**config.mk**
```make
export PLATFORM = sky130hd
export DESIGN_NAME = fetch_stage
export DESIGN_NICKNAME = d
export VERILOG_FILES = /design/src/rtl/fetch_stage.sv
export SDC_FILE = /design/constraint.sdc
export NUM_CORES = 1
export LEC_CHECK = 0
export BUFFER_PORTS_ARGS = -buffer_cell sky130_fd_sc_hd__buf_4
export CAP_MARGIN = 30
export CORE_AREA = 2 2 115 117
export DETAILED_ROUTE_END_ITERATION = 12
export DIE_AREA = 0 0 117 119
export GPL_TIMING_DRIVEN = 0
export MAX_ROUTING_LAYER = met4
export PLACE_DENSITY = 0.74
export SYNTH_ARGS = -nofsm -noshare
export SYNTH_HDL_FRONTEND = slang
export SYNTH_SLANG_ARGS = --single-unit
```
**constraint.sdc**
```tcl
create_clock -name clk -period 1.6 [get_ports clk]
set_input_delay 0.08 -clock clk [delete_from_list [all_inputs] [get_ports clk]]
set_output_delay 0.08 -clock clk [all_outputs]
set_load 0.005 [all_outputs]
```
**src/rtl/fetch_stage.sv**
```systemverilog
// Fetch stage: owns the F-stage PC and the IF/ID register, and issues instruction-memory
// requests over a variable-latency ready handshake. A skid buffer holds a word returned under stall.
module fetch_stage #(
    parameter logic [31:0] RESET_PC = 32'h0000_3000
) (
    input  logic        clk,
    input  logic        reset_n,
    input  logic [31:0] next_pc,
    input  logic        stall,
    input  logic        flush_d,
    output logic        imem_req,
    output logic [31:0] imem_addr,
    input  logic        imem_ready,
    input  logic [31:0] imem_rdata,
    output logic [31:0] pcF,
    output logic [31:0] pcD,
    output logic [31:0] instrD,
    output logic        validD,
    output logic        adelD,
    output logic        fetch_busy
);

    typedef enum logic [1:0] {StFetch, StHold, StMisal} state_e;

    state_e      state_q, state_d;
    logic [31:0] pc_f_q, pc_f_d;
    logic [31:0] pc_d_q, pc_d_d;
    logic [31:0] instr_d_q, instr_d_d;
    logic        valid_d_q, valid_d_d;
    logic        adel_d_q, adel_d_d;
    logic [31:0] skid_q, skid_d;
    logic        advance;
    logic [31:0] word;

    // The F instruction moves into D: this is the only moment pcF advances (delay-slot semantics).
    always_comb begin
        advance = 1'b0;
        word    = 32'h0;
        unique case (state_q)
            StFetch: begin
                advance = imem_ready && !stall;
                word    = imem_rdata;
            end
            StHold: begin
                advance = !stall;
                word    = skid_q;
            end
            StMisal: begin
                advance = !stall;
                word    = 32'h0;
            end
            default: begin
                advance = 1'b0;
                word    = 32'h0;
            end
        endcase
    end

    // State register
    always_ff @(posedge clk) begin
        if (!reset_n) begin
            state_q <= StFetch;
        end else begin
            state_q <= state_d;
        end
    end

    // Next-state logic
    always_comb begin
        state_d = state_q;
        if (advance) begin
            state_d = (next_pc[1:0] != 2'b00) ? StMisal : StFetch;
        end else if (state_q == StFetch && imem_ready && stall) begin
            state_d = StHold;
        end
    end

    // Outputs; imem_req depends only on state and reset_n
    always_comb begin
        imem_req   = reset_n && (state_q == StFetch);
        fetch_busy = reset_n && (state_q == StFetch) && !imem_ready;
        imem_addr  = pc_f_q;
    end

    // Datapath next-state
    always_comb begin
        pc_f_d    = pc_f_q;
        pc_d_d    = pc_d_q;
        instr_d_d = instr_d_q;
        valid_d_d = valid_d_q;
        adel_d_d  = adel_d_q;
        skid_d    = skid_q;

        if (advance) begin
            pc_f_d = next_pc;
        end
        if (state_q == StFetch && imem_ready && stall) begin
            skid_d = imem_rdata;
        end

        if (flush_d) begin
            instr_d_d = 32'h0;
            valid_d_d = 1'b0;
            adel_d_d  = 1'b0;
        end else if (advance) begin
            pc_d_d    = pc_f_q;
            instr_d_d = word;
            valid_d_d = 1'b1;
            adel_d_d  = (state_q == StMisal);
        end
    end

    always_ff @(posedge clk) begin
        if (!reset_n) begin
            pc_f_q    <= RESET_PC;
            pc_d_q    <= 32'h0;
            instr_d_q <= 32'h0;
            valid_d_q <= 1'b0;
            adel_d_q  <= 1'b0;
            skid_q    <= 32'h0;
        end else begin
            pc_f_q    <= pc_f_d;
            pc_d_q    <= pc_d_d;
            instr_d_q <= instr_d_d;
            valid_d_q <= valid_d_d;
            adel_d_q  <= adel_d_d;
            skid_q    <= skid_d;
        end
    end

    assign pcF    = pc_f_q;
    assign pcD    = pc_d_q;
    assign instrD = instr_d_q;
    assign validD = valid_d_q;
    assign adelD  = adel_d_q;

endmodule

```
==> summary.txt <==
Run status
  • Status: finished with violations
  • Failing checks: negative setup slack

Clocking
  • Clock sinks: about 130
  • CTS Buffer Depth: 2
  • TritonCTS clock tree: yes
  • Clock latency on the worst-skew pair: between 0.4 and 0.5 ns
  • Root Driver: clkbuf_16
  • CTS H-tree depth: 4
  • CTS buffer count: 17
  • Clock transition at the registers of the reported paths: approximately 0.050 ns

GRT
  • Total track usage: 0.258
  • Initial antenna violation count: 0
  • GRT Residual Overflow: 0
  • Number of global-route vias before repair: 5,469
  • Pin count of the biggest net entering global routing: 17
  • First-pass GRT wire length: 27,000 um

Timing
  • Fmax: 0.624 GHz
  • Worst slew pin tran: around 0.63 ns
  • Final Cycle Share: 1.00
  • RSZ-0062 raised after global routing: true
  • Endpoints failing setup: 1
  • Min cycle time layout: roughly 1.6 ns
  • Final Hold Viols: 0
  • Clk_skew: approximately 0.0062 ns
  • Max-slew violations: 0
  • Fin Hold WS: between 0.1 and 0.15 ns
  • Final setup margin: -0.00383 ns
  • Relative slew slack: 0.579

Worst setup path
  • FF-to-FF path depth: 7
  • Data required time of the critical path: between 1.5 and 2 ns
  • CP Launch Type: flop
  • Crit Path Max Fanout: 10
  • Flop2flop setup slack: -0.004 ns
  • Crit path kind: flop to flop
  • Worst EP arrival: around 1.9 ns
  • Setup crit end kind: flop

Synth
  • YS warnings: 0
  • XOR/XNOR Fraction of Synth Area: 0
  • Synth Area in Adders: 0.00921
  • Cells after synthesis: 596
  • Synth cell types: 28
  • Sequential share of the synthesized area: 0.486
  • Avg Inst Size Synth: roughly 9.1 um^2
  • Mux share of post-synthesis cell area: 0.112
  • Largest family of logic cells by synthesized area: compound AO/OA/AOI/OAI gates
  • Post-Synth Simple-Gate Area: 0.127
  • Synthesized Nets: around 670
  • Synth Area in Compound Gates: 0.175
  • Number of synthesized register bits: 132
  • Area of the mapped netlist: roughly 0.0054 mm^2

Final layout
  • Area growth, synth to finish: 62.4%
  • Commonest cells after routing, fill and taps aside: buf_4 (248), nand2_1 (157), dfxtp_1 (130)
  • Share of layout cells above drive strength 1: 0.375
  • Post-route core utilization: 0.686
  • Post-route non-filler standard cell count: 1,081
  • # fillers: roughly 970
  • NumNets Final: 965
  • Commonest non-fill, non-tap cell in the layout: buf_4
  • Inserted Diodes: 0

Floorplan
  • Die Wd: around 120 um
  • Die Y: ~120 um
  • Core area: around 0.013 mm^2
  • Initial core utilization: 0.422
  • I/O Pins: 201
  • Die area: 0.0139 mm^2
  • Standard-cell rows: 42

Place
  • # port buffers: 199
  • Pre-CTS setup slack: -0.249 ns
  • Detail Placement HPWL: ~12,000 um
  • GP Congestion: approximately 0.85
  • DP Cell Count: about 970

Power
  • Power, Total: 9.59 mW
  • Pwr dens: approximately 1100 mW/mm^2
  • Leak: slightly below 4 nW
  • Worst VDD drop: between 0.7 and 0.8 mV

Routing
  • Antenna-violating nets left: 0
  • Initial DRC Count: 368
  • DRC viols: 0
  • Total number of vias: around 5,500
  • Routed WL: ~18,000 um
  • TritonRoute pass-1 iters: 5
  • Via/cell ratio: ~5.1
  • WL/cell: about 16 um

Worst hold path
  • Worst hold stages: 4
  • Worst hold path class: input pin to flop

Run
  • Max-Cap Viols: 0
layout make-up:
| cell class | instances | area (um^2) | area share |
|---|---|---|---|
| Clock buffer | 24 | 522 | 0.0591 |
| Timing Repair Buffer | 280 | 2320 | 0.263 |
| Sequential cell | 132 | 2650 | 0.300 |
| Tap cell | 176 | 220 | 0.0249 |
| Multi-Input combinational cell | 377 | 2420 | 0.274 |
| Buffer | 80 | 587 | 0.0664 |
| Clock inverter | 8 | 95.1 | 0.0108 |
| Inverter | 4 | 17.5 | 0.00198 |
cells in the mapped netlist:
master,instances,area (um^2)
a211oi_2,3,37.5
o21ai_0,5,25.0
o211ai_1,2,15.0
inv_1,4,15.0
and2_1,3,18.8
a211oi_1,29,218
buf_2,13,65.1
a21boi_0,32,240
o21a_1,1,7.51
nand3_1,4,20.0
ha_1,4,50.1
clkbuf_1,31,116
nor2_1,2,7.51
buf_4,34,255
a21oi_1,32,160
buf_6,3,33.8
a21o_1,1,7.51
and3_1,1,6.26
a22oi_1,32,240
dfxtp_1,132,2640
mux2i_1,61,611
nand2_1,158,593
nor2b_1,2,12.5
clkbuf_2,1,5.00
nand2b_1,1,6.26
nor3_1,1,5.00
nand4_1,3,18.8
buf_1,1,3.75
per-stage QoR:
stage               area (um^2)  setup TNS, ns
finish                     8830       -0.00383
global placement           7170         -10.71
floorplan                  5460        -0.0397
global route               8830          -1.30
CTS                        8750         -0.162
detailed placement         7170         -16.14
report_power, final:
| group | leakage (nW) | switching [mW] | internal, mW |
|---|---|---|---|
| logic | 2.55 | 0.914 | 1.08 |
| registers | 1.08 | 0.149 | 3.49 |
| clock network | 0.304 | 1.38 | 2.57 |
| total | 3.93 | 2.45 | 7.14 |
path summary, 6_finish.rpt:
check	start	endpoint
max reg2reg	state_q[1]$_SDFFE_PN0P_	pcD[7]$_SDFFE_PN0P_
min	stall	pcD[1]$_SDFFE_PN0P_
min reg2reg	pcD[13]$_SDFFE_PN0P_	pcD[13]$_SDFFE_PN0P_
max	state_q[1]$_SDFFE_PN0P_	pcD[7]$_SDFFE_PN0P_
worst max-delay path, cell delays in order (launching register included):
cell,delay (ns)
dfxtp_4,0.37
inv_4,0.04
ha_4,0.22
a21o_1,0.20
buf_4,0.15
nand2_2,0.16
buf_8,0.19
mux2i_1,0.20
logic make-up after synthesis:
group | Yosys count
muxes | 61
AOI/OAI and AO/OA | 137
adders and majority gates | 4
DFF | 132
and+or+nand+nor | 175
buffers and inverters | 87
registers in the layout, indices dropped and copies added (netlist names):
signal / count
pcD: 32
instrD: 32
skid_q: 32
imem_addr: 32
validD: 1
adelD: 1
state_q: 2
per-layer routing:
layer	part of all wire	global-route usage
met1	0.41	0.289
met2	0.51	0.439
met3	0.065	0.0636
met4	0.020	0.0963
met5	0	-
repair_timing:
action | CTS | global route
hold buffers | 65 | 0
setup buffers | 15 | 2
hold endpoints to repair | 67 | 0
gates resized for setup | 58 | 25
cloned | 1 | 1
endpoints found under the setup margin | 118 | 80
pin swaps | 2 | 2
Power figures use the tool's default switching activity.
